$ cat src/rtl/lcd_num_formatter.sv
// Snapshot NUM_CH binary values and write each one as a LINE_LEN-character
// LCD field (label, ':', sign, decimal digits, padding), one character per cycle.
module lcd_num_formatter #(
  parameter int WIDTH    = 32,
  parameter int DIGITS   = 10,
  parameter int LINE_LEN = 16,
  parameter int NUM_CH   = 2,
  parameter int ADDR_W   = $clog2(NUM_CH*LINE_LEN)
) (
  input  logic                    clk,
  input  logic                    rst,
  input  logic                    start,
  input  logic [NUM_CH*WIDTH-1:0] numbers,
  input  logic [NUM_CH*8-1:0]     labels,
  input  logic                    signed_mode,
  input  logic                    blank_zeros,
  output logic [7:0]              dat,
  output logic [ADDR_W-1:0]       addr,
  output logic                    we,
  output logic                    busy,
  output logic                    done
);

  localparam int AW = (WIDTH+4 > 4*DIGITS+1) ? WIDTH+4 : 4*DIGITS+1;
  localparam int KW = (DIGITS > 1) ? $clog2(DIGITS) : 1;
  localparam int CW = (NUM_CH > 1) ? $clog2(NUM_CH) : 1;
  localparam int LW = $clog2(LINE_LEN+1);

  typedef enum logic [2:0] {
    S_IDLE, S_LABEL, S_COLON, S_SIGN, S_DIGIT, S_PAD, S_FIN
  } state_t;

  function automatic logic [AW-1:0] pow10(input int n);
    logic [AW-1:0] p;
    p = AW'(1);
    for (int i = 0; i < n; i++) p = p * AW'(10);
    return p;
  endfunction

  localparam logic [AW-1:0] LIMIT = pow10(DIGITS);

  logic [AW-1:0] pw [DIGITS];
  for (genvar i = 0; i < DIGITS; i++) begin : g_pw
    assign pw[i] = pow10(i);
  end

  state_t                  state;
  logic [NUM_CH*WIDTH-1:0] num_q;
  logic [NUM_CH*8-1:0]     lab_q;
  logic                    sgn_q;
  logic                    blk_q;
  logic [CW-1:0]           ch;
  logic [LW-1:0]           col;
  logic [KW-1:0]           k;
  logic [3:0]              cnt;
  logic [AW-1:0]           rem;
  logic                    ovf;
  logic                    lead;
  logic [ADDR_W-1:0]       wa;

  logic [WIDTH-1:0] val;
  logic [WIDTH:0]   nv;
  logic             neg;
  logic [AW-1:0]    mag;
  logic [7:0]       lab;

  // Negate in WIDTH+1 bits so the most negative input keeps its magnitude.
  always_comb begin
    val = num_q[ch*WIDTH +: WIDTH];
    lab = lab_q[ch*8 +: 8];
    neg = sgn_q & val[WIDTH-1];
    nv  = ~{1'b1, val} + {{WIDTH{1'b0}}, 1'b1};
    mag = neg ? AW'(nv) : AW'(val);
  end

  always_ff @(posedge clk) begin
    if (rst) begin
      state <= S_IDLE;
      dat   <= '0;
      addr  <= '0;
      we    <= 1'b0;
      busy  <= 1'b0;
      done  <= 1'b0;
      num_q <= '0;
      lab_q <= '0;
      sgn_q <= 1'b0;
      blk_q <= 1'b0;
      ch    <= '0;
      col   <= '0;
      k     <= '0;
      cnt   <= '0;
      rem   <= '0;
      ovf   <= 1'b0;
      lead  <= 1'b0;
      wa    <= '0;
    end else begin
      we   <= 1'b0;
      done <= 1'b0;
      unique case (state)
        S_IDLE: begin
          if (start) begin
            num_q <= numbers;
            lab_q <= labels;
            sgn_q <= signed_mode;
            blk_q <= blank_zeros;
            ch    <= '0;
            busy  <= 1'b1;
            we    <= 1'b1;
            dat   <= labels[7:0];
            addr  <= '0;
            wa    <= ADDR_W'(1);
            state <= S_COLON;
          end
        end
        S_LABEL: begin
          we    <= 1'b1;
          dat   <= lab;
          addr  <= wa;
          wa    <= wa + ADDR_W'(1);
          state <= S_COLON;
        end
        S_COLON: begin
          we    <= 1'b1;
          dat   <= 8'h3A;
          addr  <= wa;
          wa    <= wa + ADDR_W'(1);
          state <= S_SIGN;
        end
        S_SIGN: begin
          we    <= 1'b1;
          dat   <= neg ? 8'h2D : 8'h20;
          addr  <= wa;
          wa    <= wa + ADDR_W'(1);
          rem   <= mag;
          ovf   <= (mag >= LIMIT);
          k     <= KW'(DIGITS-1);
          cnt   <= '0;
          lead  <= 1'b1;
          state <= S_DIGIT;
        end
        S_DIGIT: begin
          // Repeated subtraction: each digit d takes d idle cycles then a write.
          if (!ovf && rem >= pw[k]) begin
            rem <= rem - pw[k];
            cnt <= cnt + 4'd1;
          end else begin
            we   <= 1'b1;
            addr <= wa;
            wa   <= wa + ADDR_W'(1);
            if (ovf)
              dat <= 8'h23;
            else if (blk_q && lead && cnt == 4'd0 && k != '0)
              dat <= 8'h20;
            else
              dat <= {4'h3, cnt};
            lead <= lead & (cnt == 4'd0);
            cnt  <= '0;
            if (k == '0) begin
              col <= LW'(3+DIGITS);
              if (3+DIGITS < LINE_LEN)
                state <= S_PAD;
              else if (ch == CW'(NUM_CH-1))
                state <= S_FIN;
              else begin
                ch    <= ch + CW'(1);
                state <= S_LABEL;
              end
            end else begin
              k <= k - KW'(1);
            end
          end
        end
        S_PAD: begin
          we   <= 1'b1;
          dat  <= 8'h20;
          addr <= wa;
          wa   <= wa + ADDR_W'(1);
          col  <= col + LW'(1);
          if (col == LW'(LINE_LEN-1)) begin
            if (ch == CW'(NUM_CH-1))
              state <= S_FIN;
            else begin
              ch    <= ch + CW'(1);
              state <= S_LABEL;
            end
          end
        end
        S_FIN: begin
          busy  <= 1'b0;
          done  <= 1'b1;
          state <= S_IDLE;
        end
        default: state <= S_IDLE;
      endcase
    end
  end

endmodule

$ cat config.mk
export PLATFORM = sky130hd
export DESIGN_NAME = lcd_num_formatter
export DESIGN_NICKNAME = d
export VERILOG_FILES = /design/src/rtl/lcd_num_formatter.sv
export SDC_FILE = /design/constraint.sdc
export NUM_CORES = 1
export LEC_CHECK = 0
export CORE_MARGIN = 2
export CORE_UTILIZATION = 49
export CTS_CLUSTER_DIAMETER = 120
export CTS_CLUSTER_SIZE = 10
export DETAILED_ROUTE_END_ITERATION = 10
export HOLD_SLACK_MARGIN = 0.1
export PLACE_DENSITY = 0.73
export SYNTH_ARGS = -nofsm -noshare
export SYNTH_HDL_FRONTEND = slang
export SYNTH_SLANG_ARGS = --single-unit
$ cat constraint.sdc
create_clock -name clk -period 8.9 [get_ports clk]
set_input_delay 2.67 -clock clk [delete_from_list [all_inputs] [get_ports clk]]
set_output_delay 2.67 -clock clk [all_outputs]
set_load 0.02 [all_outputs]
After elaboration in Yosys (flattened, before gate mapping)
Memories as Yosys holds them, arrays and structs flattened.
Index checks and enable logic that the tools add are counted.
- shifts and indexed selects: 2
- equal/unequal tests: 13
- $add $sub $neg: 7
- reductions and logical operators: 26
- bitwise operators: 4
- magnitude comparators: 3
- mux-type cells: 43
- operators by type and width (operator ; number):
    41-bit two-way mux ; 3
    41-bit case mux with 2 select lines ; 1
    64-bit by 7-bit variable part select with 32-bit output ; 1
    8-bit case mux with 6 select lines ; 1
    41-bit greater-or-equal comparator ; 1
    41-bit subtractor ; 1
    5-bit two-way mux ; 8
    33-bit by 34-bit greater-or-equal comparator with 1-bit output, second input constant ; 1
    33-bit by 1-bit adder with 33-bit output, second input constant ; 1
    33-bit two-way mux ; 1
    33-bit NOT ; 1
    5-bit case mux with 3 select lines ; 2
    3-bit case mux with 6 select lines ; 1
    4-bit two-way mux ; 4
    8-bit two-way mux ; 2
    4-bit case mux with 2 select lines ; 2
    16-bit by 5-bit variable part select with 8-bit output ; 1
    3-bit two-way mux ; 5
    3-bit AND reduction ; 5
    2-bit inequality test, second input constant ; 6
    5-bit by 1-bit adder with 5-bit output, second input constant ; 2
    5-bit case mux with 2 select lines ; 1
    3-bit == test, second input constant ; 3
    4-bit logical NOT ; 2
    other kinds (22) ; 42
- logic and storage cells: 117
- output and inout port bits: 16
- register bits after elaboration: 163
- memories kept: 1
- ROM bits: 656
- input port bits: 85
- memories (memory ; words ; width ; read ports ; clocked after Yosys merged registers in ; write ports ; RTL line ; text):
    (no name shown) ; 16 ; 41 ; 1 ; 0 ; 0 ; 144 ; rem <= rem - pw[k];

Logic depth before layout (Yosys ltp)
Gate-level depths: netlist of the first run.
- depth in word-level cells: 8
- depth in mapped cells: 19

Least setup slack after synthesis of the first run
Ideal clock, no wire load.
- path kind: input to register
- from: input start
- to: register addr[0]
- data arrival time: 3.786 ns
- slack: 5.044 ns
- stages: 6
- path buffers: 2
- data required time: 8.830 ns
- path through: nor4_1 -> a221o_1 -> buf_6 -> clkbuf_1 -> nand2_1 -> a21oi_1
- cells in the longest elaborated chain, start to end: 2
- RTL lines (element ; RTL line ; text):
    start: declaration ; 12 ; input logic start,
    2-bit inequality test (no source line) ; - ;
    3-bit AND reduction (no source line) ; - ;
    end signal: assignment ; 118 ; addr <= wa;
    end signal: assignment ; 125 ; addr <= wa;
    end signal: assignment ; 132 ; addr <= wa;
    end: declaration ; 18 ; output logic [ADDR_W-1:0] addr,
No other way between the ends.
A chain may end at the register's enable or synchronous reset.

Worst setup path in the final report of the first run
- from: register k[0]
- to: register dat[4]
- cells in the longest elaborated chain, start to end: 8
- elaborated cells on any way between the ends: 14
- those cells by class: order compare (1); eq/ne (1); mux (6); bitwise (1); reduce/logical (4); memory (1)
- RTL lines (element ; RTL line ; text):
    start: declaration ; 54 ; logic [KW-1:0] k;
    start signal: assignment ; 136 ; k <= KW'(DIGITS-1);
    start signal: assignment ; 169 ; k <= k - KW'(1);
    4-bit NOT with 5-bit output (not written as such) ; 143 ; if (!ovf && rem >= pw[k]) begin
    memory 16 x 41 bit ; - ;
    41-bit two-way mux (2 in series) ; - ;
    41-bit greater-or-equal comparator ; 143 ;
    1-bit logical AND ; 143 ;
    2-bit inequality test (no source line) ; - ;
    3-bit AND reduction (no source line) ; - ;
    end signal: assignment ; 117 ; dat <= lab;
    end signal: assignment ; 131 ; dat <= neg ? 8'h2D : 8'h20;
    end signal: assignment ; 155 ; dat <= {4'h3, cnt};
    end: declaration ; 17 ; output logic [7:0] dat,
Several ways; a longest one is shown, not always the timed one. The select of a mux whose other input is x is not followed.

==> impl_results.md, run 1 <==
- # rows: 52
- Clock Latency Late Sink: 0.44 ns
- Total CTS buffers: 17
- Core Area: 0.0202 mm²
- Io pins: 101
- Critical Path RT: 9.26 ns
- Clock sinks: 162
- Die area: 0.0217 mm²
- Antenna diodes: 0
- Worst setup startpoint: k[0]$_SDFFE_PP0P_
- Final wirelength: 27800 µm
- PwrDens: 470 mW/mm²
- Post-synthesis sequential area ratio: 32.2%
- Status: finished clean
- DP Cell Count: 1621
- Commonest non-fill, non-tap cell in the layout: nand2_1
- Vias in the first global route: 9212
- Commonest cells after routing, fill and taps aside: nand2_1, a21oi_1, dfxtp_1, clkdlybuf4s50_1, nor2_1
- Top routing layer used: met4
- Max_cap viols: 0
- Crit. path cell count: 12
- Seq cells post-synth: 162
- Post-synthesis average cell area: 7.52 µm²
- Bufs and invs on worst path: 1
- Crit-path leading delay family: compound AO/OA/AOI/OAI gates
- Mapped Cells: 1337
- Hold/Removal Path Class: reg2reg
- Critical path class: reg2reg
- Fin crit share: 51.9%
- Clock Tree Buf Depth: 2
- HPWL Detailed: 19600 µm
- DR WL met3: 1440 µm
- Critical path's largest stage delay: 1.03 ns
- Post-Synthesis Net Count: 1466
- Final setup vio count: 0
- Post-CTS Hold Buffers: 0
- Worst-path maximum fanout: 17
- Postcts setup bufs: 0
- DIE WIDTH: 147 µm
- Cell Area, Synth: 0.0101 mm²
- H-tree depth: 4
- Initial antenna violation count: 0
- Slew HR: 19.6%
- # resized after CTS: 0
- Share of post-route cells with drive strength above 1: 5.64%
- Maximum vdd drop: 0.276 mV
- Post-DRT Antenna Nets: 0
- M1 wire length: 13600 µm
- Synth top area share: 32.2%
- Drt first-iter violations: 715
- Cell mode on critical path: a21oi_1
- Global route overflow: 0
- Vias per std cell: 5.92
- Fmax: 216 MHz
- Die height: 147 µm
- Hold_sp: rem[0]$_SDFFE_PP0P_
- Vias: 9793
- Root Buffer: clkbuf_16
- NumNets Final: 1499
- Global-route wire length before repair: 46100 µm
- Final Util: 57.9%
- Largest net degree at the start of global routing: 100
- Yosys Warn Count: 0
- Final Hold Vio Count: 0
- Synth top area cells: dfxtp_1, nand2_1, a21oi_1
- Leakage power: 4.43 nW
- Yosys cell types: 77
- R2r startpoint: k[0]$_SDFFE_PP0P_
- CP max-delay cell: a221oi_2
- WP data arrival: 4.98 ns
- RSZ-0062 raised after global routing: no
- Critical path, cell by cell: inv_1 -> ha_1 -> mux2_2 -> o21ai_0 -> ha_1 -> a21oi_1 -> a21oi_1 -> o41ai_4 -> nand2_4 -> a221oi_2 -> o221ai_1 -> a21oi_1
- Reg clk slew, reported paths: 0.07 ns
- Measured slew at the worst slew-check pin: 1.21 ns
- Min-Delay Path Depth: 2
- Min Hold Slack: 0.455 ns
- Final Critical Period: 4.62 ns
- Post-synth top flop: dfxtp_1
- Crit path launch type: flop
- Initial core utilization: 49.9%
- Worst setup EP type: flop
- DR WL/cell: 16.8 µm
- CTS tree: built
- Max-slew violations: 0
- GRT Util Overall: 25.6%
- Setup_tns: 0 ns
- Post-synth top area cell: dfxtp_1
- PortBufs: 100
- Met2 Wirelength: 12200 µm
- Layout Cells excl Fill: 1653
- Post-synth EDFFs: 0
- Area growth syn-to-layout: 16.0%
- RePlAce Congestion: 0.917
- Max Clock Skew: 0.0185 ns
- Drt pass-1 iters: 5
- Worst reg2reg path depth: 12
- DRC Markers: 0
- Async S/R FF share, synth: 0%
[worst reg2reg max path, cell delays in order (launching register included)]
cell and delay, ns:
dfxtp_1 0.58, inv_1 0.17, ha_1 0.27, mux2_2 0.27
o21ai_0 0.18, ha_1 0.34, a21oi_1 0.33, a21oi_1 0.21
o41ai_4 0.50, nand2_4 0.21, a221oi_2 1.04, o221ai_1 0.29
a21oi_1 0.18
[per-stage QoR]
stage          worst slack (ns)  area, µm²  total power, mW
2_1_floorplan              5.04      10100             3.85
3_3_place_gp               4.17      11100             4.63
3_5_place_dp               4.11      11100             4.66
4_1_cts                    4.38      11700             5.42
5_1_grt                    4.00      11700             5.92
6_report                   4.28      11700             5.49
[where the power goes]
part	total (mW)	leakage, nW	switching, mW	internal, mW
combinational	3.66	2.81	2.26	1.40
sequential	1.10	1.32	0.171	0.926
clock	0.736	0.294	0.351	0.385
total	5.49	4.43	2.78	2.71
[synth_stat cells, types with 10 or more instances]
master    instances
ha_1             43
and2_1           10
xor2_1           26
clkbuf_1         76
o31ai_1          16
inv_1            20
a21o_1           14
nand3_1          23
xnor2_1          26
a31oi_1          18
mux2_2           11
o211ai_1         12
nand4_1          13
nand2b_1         10
and3_1           15
nand2_1         258
dfxtp_1         162
a211oi_1         29
a21oi_1         179
nor2_1           88
buf_2            13
mux2i_1          37
nor3_1           49
or3_1            19
o21ai_0          44
[cell families (layout without fill, tap and decap cells)]
| family | after synthesis | count (layout) | synth area share, % |
|---|---|---|---|
| fa+ha+maj | 44 | 44 | 5.55 |
| flops | 162 | 162 | 32.2 |
| simple gates | 531 | 531 | 24.1 |
| xor+xnor | 52 | 52 | 4.53 |
| buf+inv | 116 | 162 | 4.79 |
| compound gates | 384 | 384 | 23.8 |
| mux | 48 | 48 | 4.91 |
[final timing paths]
check	slack [ns]	end
setup / recovery	4.28	dat[4]$_SDFFE_PP0P_
hold / removal	0.45	rem[0]$_SDFFE_PP0P_
hold reg to reg	0.45	rem[0]$_SDFFE_PP0P_
setup reg to reg	4.28	dat[4]$_SDFFE_PP0P_
[flip-flops by register name, indices dropped and copies added, names as in the netlist, 5 cells and up]
register and count:
dat 8, num_q 64, addr 5, rem 41, lab_q 16, wa 5, col 5
[per-layer routing]
layer	global-route usage (%)	vias up
li1	-	4853
met1	37.6	4576
met2	38.6	314
met3	4.01	50
met4	8.03	0
met5	0	-
[area by class of cell]
cell class / instances / area [µm²]
inverter: 21 / 78.8
timing repair buffer: 109 / 1070
fill: 1915 / 8500
multi-input combinational: 1059 / 6350
tap: 270 / 338
sequential: 162 / 3240
clock buffer: 18 / 439
clock inverter: 14 / 158
(Power assumes the default switching activity.)
==> run 2: changes to the inputs <==
- clock period: 8.9 -> 4.7 ns (I/O delays scaled with it)
==> impl_results.md, run 2 (same netlist as run 1, synthesis figures left out) <==
- Status: finished clean
- Slew HR: 37.6%
- Final wirelength: 28000 µm
- Drt first-iter violations: 733
- RSZ-0062 raised after global routing: no
- Final Hold Vio Count: 0
- Worst reg2reg path endpoint: rem[21]$_SDFFE_PP0P_
- Layout Cells excl Fill: 1664
- Crit path launch type: flop
- Leakage power: 4.48 nW
- Commonest non-fill, non-tap cell in the layout: nand2_1
- Max-slew violations: 0
- Clock Tree Buf Depth: 2
- Reg clk slew, reported paths: 0.07 ns
- PortBufs: 100
- # resized after CTS: 0
- Hold/Removal Path Class: reg2reg
- Worst setup EP type: flop
- Critical Path RT: 5.02 ns
- H-tree depth: 4
- Postcts setup bufs: 0
- Biggest register: num_q
- Die height: 147 µm
- Largest net degree at the start of global routing: 84
- Post-route cell area: 0.0118 mm²
- Worst reg2reg path depth: 13
- PwrDens: 888 mW/mm²
- # rows: 52
- Max Clock Skew: 0.0177 ns
- Placed cell area: 0.0112 mm²
- GRT Util Overall: 25.9%
- Post-CTS Hold Buffers: 0
- Die area: 0.0217 mm²
- R2r startpoint: k[0]$_SDFFE_PP0P_
- Io pins: 101
- Min-Delay Path Depth: 2
- Initial antenna violation count: 0
- Worst-path maximum fanout: 17
- Max reg flops: 64
- Grt met1 use: 38.5%
- Fin crit share: 88.6%
- Total CTS buffers: 17
- Post-DRT Antenna Nets: 0
- DRC Markers: 0
- Antenna diodes: 0
- Global-route wire length before repair: 46000 µm
- Vias: 9772
- Hold Crit Endpoint: lab_q[3]$_SDFFE_PP0P_
- Clock Latency Late Sink: 0.44 ns
- Clock sinks: 162
- Root Buffer: clkbuf_16
- Max_cap viols: 0
- RePlAce Congestion: 0.920
- Hold_sp: lab_q[3]$_SDFFE_PP0P_
- CTS tree: built
- Top Registers: num_q: 64 flops, rem: 41 flops, lab_q: 16 flops
- Final Critical Period: 4.16 ns
- Core Area: 0.0202 mm²
- Setup_tns: 0 ns
- GRT met2 Usage: 39.7%
- WP data arrival: 4.48 ns
- Area growth syn-to-layout: 17.1%
- DIE WIDTH: 147 µm
- HPWL Detailed: 20100 µm
- Commonest cells after routing, fill and taps aside: nand2_1, a21oi_1, dfxtp_1, clkdlybuf4s50_1, nor2_1
- Vias per std cell: 5.87
- NumNets Final: 1510
- R2R setup slack: 0.54 ns
- Final setup vio count: 0
- Fmax: 240 MHz
- Maximum vdd drop: 0.408 mV
- DP Cell Count: 1632
- Met3 Track Usage GR: 3.54%
- Drt pass-1 iters: 5
- Grt peak-use layer: met2
- Measured slew at the worst slew-check pin: 0.935 ns
- Initial core utilization: 49.9%
- Share of post-route cells with drive strength above 1: 6.31%
- Global route overflow: 0
- Vias in the first global route: 8954
- Critical path class: reg2reg
- DR WL/cell: 16.8 µm
[run 2: worst max-delay path, cell delays in order, from the launching register on]
cell     delay [ns]
dfxtp_1        0.56
inv_1          0.17
ha_1           0.27
mux2_2         0.26
o21ai_0        0.16
ha_1           0.33
a21oi_1        0.32
a21oi_1        0.20
o41ai_4        0.44
a21oi_1        0.19
buf_4          0.21
or2_2          0.43
buf_4          0.25
o221a_2        0.27
[run 2: worst max path at each step]
| stage | start | end | slack (ns) | cells past startpoint |
|---|---|---|---|---|
| finish | k[0]$_SDFFE_PP0P_ | rem[21]$_SDFFE_PP0P_ | 0.54 | 13 |
| global route | k[0]$_SDFFE_PP0P_ | wa[3]$_SDFFE_PP0P_ | 0.29 | 12 |
| CTS | k[0]$_SDFFE_PP0P_ | rem[21]$_SDFFE_PP0P_ | 0.58 | 13 |
| detailed placement | k[0]$_SDFFE_PP0P_ | rem[21]$_SDFFE_PP0P_ | 0.60 | 13 |
| global placement | k[0]$_SDFFE_PP0P_ | rem[21]$_SDFFE_PP0P_ | 0.70 | 13 |
| floorplan | ch$_SDFFE_PP0P_ | rem[30]$_SDFFE_PP0P_ | 1.04 | 15 |
[run 2: area by class of cell]
cell class	count	area [µm²]
Multi-Input combinational cell	1059	6350
Timing Repair Buffer	120	1170
Fill cell	1875	8390
Sequential cell	162	3240
Inverter	21	78.8
Clock buffer	18	429
Clock inverter	14	163
Tap cell	270	338
[run 2: power breakdown]
part           switching (mW)  total [mW]  internal, mW  leakage [nW]
combinational            4.24        6.98          2.74          2.87
clock                   0.669        1.38         0.715         0.288
sequential              0.341        2.09          1.75          1.32
[run 2: through the flow]
step	setup WS, ns	hold WS, ns	total power, mW	utilization (%)
CTS	0.584	0.454	10.4	58.4
finish	0.538	0.454	10.5	58.4
detailed placement	0.597	0.443	8.93	55.5
floorplan	1.04	0.431	7.30	-
global route	0.291	0.466	11.3	58.4
global placement	0.702	0.439	8.91	55.5
[run 2: routing by layer]
metal,wire (µm),up-vias
met3,1550,22
met1,13600,4565
met5,0,-
met4,316,0
li1,-,4877
met2,12500,308
